[src/rtl/seq_detector_prog.sv]
// seq_detector_prog: programmable serial pattern detector, Mealy match, registered copy, saturating count.
// Revision 1.0 - initial release.
`default_nettype none

module seq_detector_prog #(
  parameter int                 MAX_LEN     = 8,
  parameter int                 LEN_W       = 4,
  parameter int                 CNT_W       = 8,
  parameter logic [MAX_LEN-1:0] DEF_PATTERN = 8'h09,
  parameter int                 DEF_LEN     = 4
) (
  input  logic               clk,
  input  logic               rst,
  input  logic               din,
  input  logic               din_valid,
  input  logic               enable,
  input  logic               cfg_load,
  input  logic [MAX_LEN-1:0] cfg_pattern,
  input  logic [LEN_W-1:0]   cfg_len,
  input  logic               cfg_overlap,
  input  logic               cnt_clr,
  output logic               match,
  output logic               match_q,
  output logic [CNT_W-1:0]   match_count
);

  // hist holds the last MAX_LEN-1 accepted bits; din completes the window
  logic [MAX_LEN-2:0] hist;
  logic [LEN_W-1:0]   fill;
  logic [MAX_LEN-1:0] pattern;
  logic [LEN_W-1:0]   len;
  logic               overlap;

  logic               acc;
  logic [MAX_LEN-1:0] win;
  logic [MAX_LEN-1:0] mask;
  logic               fill_ok;
  logic               win_eq;
  logic               cfg_ok;

  assign acc = din_valid & enable & ~cfg_load;
  assign win = {hist, din};

  for (genvar i = 0; i < MAX_LEN; i++) begin : g_mask
    assign mask[i] = (LEN_W'(i) < len);
  end

  assign fill_ok = (fill >= (len - LEN_W'(1)));
  assign win_eq  = (((win ^ pattern) & mask) == '0);
  assign match   = rst & acc & fill_ok & win_eq;
  assign cfg_ok  = (cfg_len != '0) && (cfg_len <= LEN_W'(MAX_LEN));

  always_ff @(posedge clk or negedge rst) begin
    if (!rst) begin
      hist    <= '0;
      fill    <= '0;
      pattern <= DEF_PATTERN;
      len     <= LEN_W'(DEF_LEN);
      overlap <= 1'b1;
    end else if (cfg_load) begin
      if (cfg_ok) begin
        pattern <= cfg_pattern;
        len     <= cfg_len;
        overlap <= cfg_overlap;
        hist    <= '0;
        fill    <= '0;
      end
    end else if (acc) begin
      if (match && !overlap) begin
        hist <= '0;
        fill <= '0;
      end else begin
        hist <= win[MAX_LEN-2:0];
        if (fill != LEN_W'(MAX_LEN)) begin
          fill <= fill + LEN_W'(1);
        end
      end
    end
  end

  always_ff @(posedge clk or negedge rst) begin
    if (!rst) begin
      match_q     <= 1'b0;
      match_count <= '0;
    end else begin
      match_q <= match;
      if (cnt_clr) begin
        match_count <= '0;
      end else if (match && (match_count != '1)) begin
        match_count <= match_count + CNT_W'(1);
      end
    end
  end

endmodule

`default_nettype wire

[config.mk]
export PLATFORM = sky130hd
export DESIGN_NAME = seq_detector_prog
export DESIGN_NICKNAME = d
export VERILOG_FILES = /design/src/rtl/seq_detector_prog.sv
export SDC_FILE = /design/constraint.sdc
export NUM_CORES = 1
export LEC_CHECK = 0
export ABC_AREA = 1
export BUFFER_PORTS_ARGS = -buffer_cell sky130_fd_sc_hd__buf_2
export CORE_MARGIN = 2
export CORE_UTILIZATION = 35
export CTS_CLUSTER_SIZE = 10
export DETAILED_ROUTE_END_ITERATION = 8
export PLACE_DENSITY = 0.52
export SYNTH_ARGS = -nofsm -noshare
export SYNTH_HDL_FRONTEND = slang
export SYNTH_SLANG_ARGS = --single-unit
[constraint.sdc]
create_clock -name clk -period 2.7 [get_ports clk]
set_clock_uncertainty 0.15 [all_clocks]
set_input_delay 0.405 -clock clk [delete_from_list [all_inputs] [get_ports clk]]
set_output_delay 0.405 -clock clk [all_outputs]
set_load 0.01 [all_outputs]
==> run_results.csv, run 1 <==
group,metric,value,unit
pwr,finalPower,1.60,mW
placed_design,place_inst,369,
grt,gr-total-overflow,0,
routing,drtIter0Drc,63,
yosys,synth_largest_area_cell,"dfrtp_1",
timing,min_period,2590,ps
placed_design,globalplace.congestion,0.886,
yosys,synth_seq_area_share,0.394,
timing,slew_viol_final,0,
yosys,synth.avg_cell_area,7.87,um^2
floorplan,die_h,81.6,um
layout,instances_no_fill,382,
yosys,async_flop_share,1.00,
clock_tree,cts_num_sinks,33,
clock_tree,cts_tree,"built",
yosys,synth_nets,298,
clock_tree,cts_buffers,5,
setup_path,cpPeakStageDelay,540,ps
outcome,status,"completed",
timing,tightestPinTransition,448,ps
yosys,synth_top_family_by_area,"simple AND/OR/NAND/NOR gates",
clock_tree,cts_max_level,2,
setup_path,path_max_fanout,4,
setup_path,slowest_stage,"dfstp_2",
timing,max_freq,386,MHz
setup_path,cp-start-kind,"flop",
grt,antenna_found_initial,0,
timing,timing.final.crit_share,0.959,
timing,hold_violations,0,
yosys,yosysWarnings,0,
layout,utilization,0.426,
yosys,netlist_area,2110,um^2
pwr,power_density,638,nW/um^2
yosys,synthAdderAreaFrac,0.0593,
layout,syn_to_final_growth,18.9,%
yosys,synthTopCellsByCount,"nand2_1, inv_1, dfrtp_1, nand3_1, o21ai_0",
clock_tree,clk_pin_slew,70,ps
layout,layout.nets,336,
placed_design,port_buffers,29,
yosys,synth_compound_area_frac,0.0848,
yosys,synth_xor_area_frac,0.0415,
setup_path,worstSetupPathType,"reg -> out",
yosys,netlist_top_cells_area,"dfrtp_1, nand2_1, inv_1",
floorplan,boundaryPins,30,
yosys,synth_most_common_cell,"nand2_1",
timing,setup_viol,0,
setup_path,critPathRequiredTime,2140,ps
routing,routed_wl,4640,um
clock_tree,clock-root-buffer,"clkbuf_8",
grt,grt_start_max_net_pins,21,
layout,drive_above_1_share,0.274,
yosys,synthCells,268,
routing,post-route-drc-count,0,
routing,ant_nets,0,
setup_path,endpoint_kind,"output pin",
yosys,synthFlopType,"dfrtp_1",
run,max_cap_violations,0,
yosys,synth-simple-area-share,0.330,
floorplan,fp.coreArea,5890,um^2
setup_path,cp.arrival,2030,ps
yosys,synthMuxAreaShare,0,
floorplan,die_x,81.6,um
routing,routedWlPerCell,12.2,um
yosys,ys_types,26,
grt,grt_pass1_vias,1612,
grt,track_usage,0.153,
floorplan,rows,28,
setup_path,reg2regPathDepth,11,
grt,grt_pass1_wl,7690,um
layout,diodes,0,
yosys,synth_top_area_share,0.344,
routing,first_pass_iters,4,
setup_path,path_cells,"inv_1 > nand3_1 > xor2_1 > ha_1 > nand2_2 > inv_1 > nand2_1 > nand2_2 > o21ai_4 > nor2_8 > buf_2",
timing,maxSlewHeadroom,0.701,
clock_tree,insertion_delay,280,ps
placed_design,dp_hpwl,3390,um
routing,vias,1779,
yosys,synth-edff-count,0,
pwr,peakVddDrop,0.292,mV
floorplan,dieArea,6660,um^2
yosys,ys_ff_latch,33,
floorplan,initial_core_util,0.358,
routing,drt-vias-per-instance,4.66,
worst_hold_path,hold_class,"in -> reg",
pwr,p_leak,1.33,nW
worst_hold_path,whs_path_depth,3,
clock_tree,clockBufferDepth,2,
==> repair_timing <==
item | 4_1_cts | 5_1_grt
endpoints found under the setup margin | 1 | 1
setup buffers | 1 | 3
endpoints found under the hold margin | 2 | 0
pin swaps | 0 | 5
gates resized for setup | 2 | 7
hold buffers | 1 | 0
==> stage by stage <==
stage | hold WS (ps) | area, um^2 | TNS, ps | worst slack (ps)
after floorplan | -40.6 | 2110 | 0 | 504
after global placement | 77.0 | 2320 | 0 | 303
after CTS | 151 | 2460 | 0 | 21.2
after detailed placement | 77.7 | 2320 | 0 | 261
final | 156 | 2510 | 0 | 111
after global routing | 172 | 2510 | -20.4 | -20.4
==> state kept, by name, summed over array words and instances, names as in the netlist <==
signal	cells
match_q	1
match_count	8
pattern	8
hist	7
overlap	1
fill	4
len	4
==> cell type report <==
cell class | instances | area [um^2]
fillers | 602 | 3380
clock buffers | 7 | 86.3
multi-input cells | 191 | 1120
flip-flops and latches | 33 | 831
well taps | 75 | 93.8
clock inverters | 1 | 30.0
repair buffers | 36 | 200
inverters | 39 | 146
==> routing by layer <==
metal  GRT usage  part of all wire  vias up
li1            -                 -      922
met1       0.204              0.49      804
met2       0.243              0.44       45
met3      0.0341             0.048        8
met4      0.0583             0.019        0
met5           0                 0        -
==> cells by family after synthesis <==
group	count (synthesis)
xor gates and xnor gates	10
buffers and inverters	44
DFF	33
adders and majority gates	10
and+or+nand+nor	144
AOI/OAI and AO/OA	27
==> path summary, 6_finish.rpt <==
path | startpoint | end | slack (ps)
worst max-delay path | len[2]$_DFFE_PN1P_ | match | 110
worst min-delay path | cfg_pattern[0] | pattern[0]$_DFFE_PN1P_ | 160
worst max register to register | len[1]$_DFFE_PN0P_ | hist[2]$_DFFE_PN0P_ | 350
worst min register to register | pattern[0]$_DFFE_PN1P_ | pattern[0]$_DFFE_PN1P_ | 330
max in group asynchronous | rst | len[2]$_DFFE_PN1P_ | 1550
min in group asynchronous | rst | match_count[3]$_DFFE_PN0P_ | 310
==> cells in the final DEF (no fill, tap or decap), drive strengths merged <==
cell | netlist | final
bufinv | 0 | 1
or2 | 1 | 1
o21bai | 1 | 1
nand2 | 93 | 93
nand4 | 10 | 10
dlygate4sd3 | 0 | 1
o21ai | 20 | 20
xor2 | 9 | 9
buf | 5 | 35
dfstp | 4 | 4
nor2 | 14 | 14
clkbuf | 0 | 7
dfrtp | 29 | 29
ha | 10 | 10
nand3 | 26 | 26
xnor2 | 1 | 1
inv | 39 | 39
a21oi | 6 | 6
==> critical path, delay by kind of cell (launching register included) <==
family	cells	cell delay, ps
flops	1	540
simple gates	5	340
fa+ha+maj	1	280
buf+inv	3	210
compound gates	1	200
xor+xnor	1	170
==> power by group <==
group / internal, mW / total, mW / switching [mW]
Sequential: 0.561 / 0.620 / 0.0590
Combinational: 0.191 / 0.495 / 0.304
Clock: 0.301 / 0.485 / 0.184
Total: 1.05 / 1.60 / 0.547
Power figures use the tool's default switching activity.
==> inputs of run 2 (changes only) <==
Settings changed: GPL_TIMING_DRIVEN set to 1, MAX_ROUTING_LAYER set to met4.
==> run 2 against run 1 <==
Net effect: critical endpoint unchanged; non-clock buffer count stayed put; fmax hardly changed; sequential power hardly changed; power hardly changed; clock power hardly changed; count of clock-buffer cells in the layout stayed put; largest power group unchanged; design area stayed put.
==> run_results.csv, run 2 (synthesized netlist as in run 1, its figures left out) <==
group,metric,value,unit
floorplan,initial_core_util,0.358,
routing,post-route-drc-count,0,
pwr,p_clk_frac,0.304,
grt,gr-total-overflow,0,
pwr,p_sw_frac,0.342,
layout,drive_above_1_share,0.274,
pwr,power.share.sequential,0.387,
layout,mostFrequentLayoutCells,"nand2_1, inv_1, dfrtp_1, buf_2, nand3_1",
setup_path,reg2regPathDepth,11,
placed_design,dp_hpwl,3390,um
floorplan,die_h,81.6,um
grt,track_usage,0.159,
routing,ant_nets,0,
setup_path,endpoint_kind,"output pin",
timing,setup_viol,0,
timing,timing.final.crit_share,0.959,
pwr,p_int,1.05,mW
layout,diodes,0,
placed_design,place_inst,369,
clock_tree,clockBufferDepth,2,
run,max_cap_violations,0,
layout,fillers,602,
placed_design,globalplace.congestion,0.900,
pwr,p_leak,1.33,nW
setup_path,cp-start-kind,"flop",
routing,routed_wl,4610,um
routing,vias,1779,
routing,first_pass_iters,4,
clock_tree,cts_num_sinks,33,
worst_hold_path,min_to,"pattern[0]$_DFFE_PN1P_",
pwr,p_comb_frac,0.309,
pwr,finalPower,1.60,mW
placed_design,place_ws,261,ps
worst_hold_path,hold_class,"in -> reg",
floorplan,dieArea,6660,um^2
floorplan,die_x,81.6,um
pwr,power_switching,547,uW
timing,tightestPinTransition,449,ps
worst_hold_path,min_from,"cfg_pattern[0]",
grt,grt_start_max_net_pins,21,
setup_path,critPathRequiredTime,2140,ps
grt,grt_pass1_vias,1599,
setup_path,path_max_fanout,4,
pwr,peakVddDrop,0.294,mV
floorplan,boundaryPins,30,
grt,grt_pass1_wl,7700,um
setup_path,rrSetupSlack,360,ps
clock_tree,clock-root-buffer,"clkbuf_8",
grt,antenna_found_initial,0,
layout,layout_commonest_cell,"nand2_1",
clock_tree,cts_tree,"built",
timing,worst_slack,112,ps
setup_path,cp.arrival,2030,ps
layout,instances_no_fill,382,
outcome,status,"completed",
layout,utilization,0.426,
timing,hold_violations,0,
pwr,power_density,638,nW/um^2
timing,slew_viol_final,0,
timing,max_freq,386,MHz
routing,drtIter0Drc,65,
setup_path,worstSetupPathType,"reg -> out",
layout,layout.nets,336,
clock_tree,clk_pin_slew,70,ps
placed_design,port_buffers,29,
worst_hold_path,whs_path_depth,3,
layout,reg.largest.list,"match_count: 8 flops, pattern: 8 flops, hist: 7 flops",
setup_path,reg2reg_from,"len[1]$_DFFE_PN0P_",
floorplan,rows,28,
clock_tree,insertion_delay,280,ps
timing,maxSlewHeadroom,0.700,
timing,min_period,2590,ps
clock_tree,cts_buffers,5,
layout,syn_to_final_growth,18.9,%
routing,routedWlPerCell,12.1,um
setup_path,rr_endpoint,"hist[2]$_DFFE_PN0P_",
floorplan,fp.coreArea,5890,um^2
clock_tree,cts_max_level,2,
routing,drt-vias-per-instance,4.66,
[run 2: cell counts in the layout (fill, tap and decap cells not counted)]
Identical to the previous run, type by type.
[run 2: layer usage]
| metal | routed length (um) | up-vias | track usage |
|---|---|---|---|
| li1 | - | 922 | - |
| met1 | 2230 | 812 | 0.207 |
| met2 | 2070 | 39 | 0.241 |
| met3 | 233 | 6 | 0.0407 |
| met4 | 74 | 0 | 0.0533 |
| met5 | 0 | - | - |
[run 2: cell type report]
cell class / count / area (um^2) / area share
Sequential cell: 33 / 831 / 0.331
Tap cell: 75 / 93.8 / 0.0374
Inverter: 39 / 146 / 0.0584
Timing Repair Buffer: 36 / 200 / 0.0798
Clock buffer: 7 / 86.3 / 0.0344
Clock inverter: 1 / 30.0 / 0.0120
Multi-Input combinational cell: 191 / 1120 / 0.447
[run 2: critical path, stage by stage (launching register included)]
cell,delay [ps]
dfstp_2,540
inv_1,40
nand3_1,80
xor2_1,170
ha_1,280
nand2_2,80
inv_1,40
nand2_1,60
nand2_2,70
o21ai_4,200
nor2_8,50
buf_2,130
[run 2: through the flow]
stage | TNS, ps | hold slack, ps | instance area, um^2
global route | -23.8 | 167 | 2510
global placement | 0 | 77.0 | 2320
floorplan | 0 | -40.6 | 2110
detailed placement | 0 | 77.7 | 2320
CTS | 0 | 151 | 2460
finish | 0 | 158 | 2510
[run 2: repair_timing]
action                                  4_1_cts  5_1_grt
endpoints found under the setup margin        1        1
endpoints found under the hold margin         2        0
buffers inserted                              1        3
hold buffers                                  1        0
gates resized for setup                       2        7
pin swaps                                     0        5
[run 2: how the worst max path moves through the flow]
stage / startpoint / endpoint / cells past startpoint
2_1_floorplan: len[2]$_DFFE_PN1P_ / match / 11
3_3_place_gp: len[2]$_DFFE_PN1P_ / match / 11
3_5_place_dp: len[2]$_DFFE_PN1P_ / match / 11
4_1_cts: len[0]$_DFFE_PN0P_ / match / 11
5_1_grt: len[1]$_DFFE_PN0P_ / match / 11
6_report: len[2]$_DFFE_PN1P_ / match / 11
[run 2: power groups by stage]
stage,Clock [mW],Sequential [mW],Combinational [mW]
floorplan,0,0.613,0.354
global placement,0,0.632,0.433
detailed placement,0,0.633,0.438
CTS,0.498,0.619,0.466
global route,0.533,0.629,0.571
finish,0.486,0.620,0.495
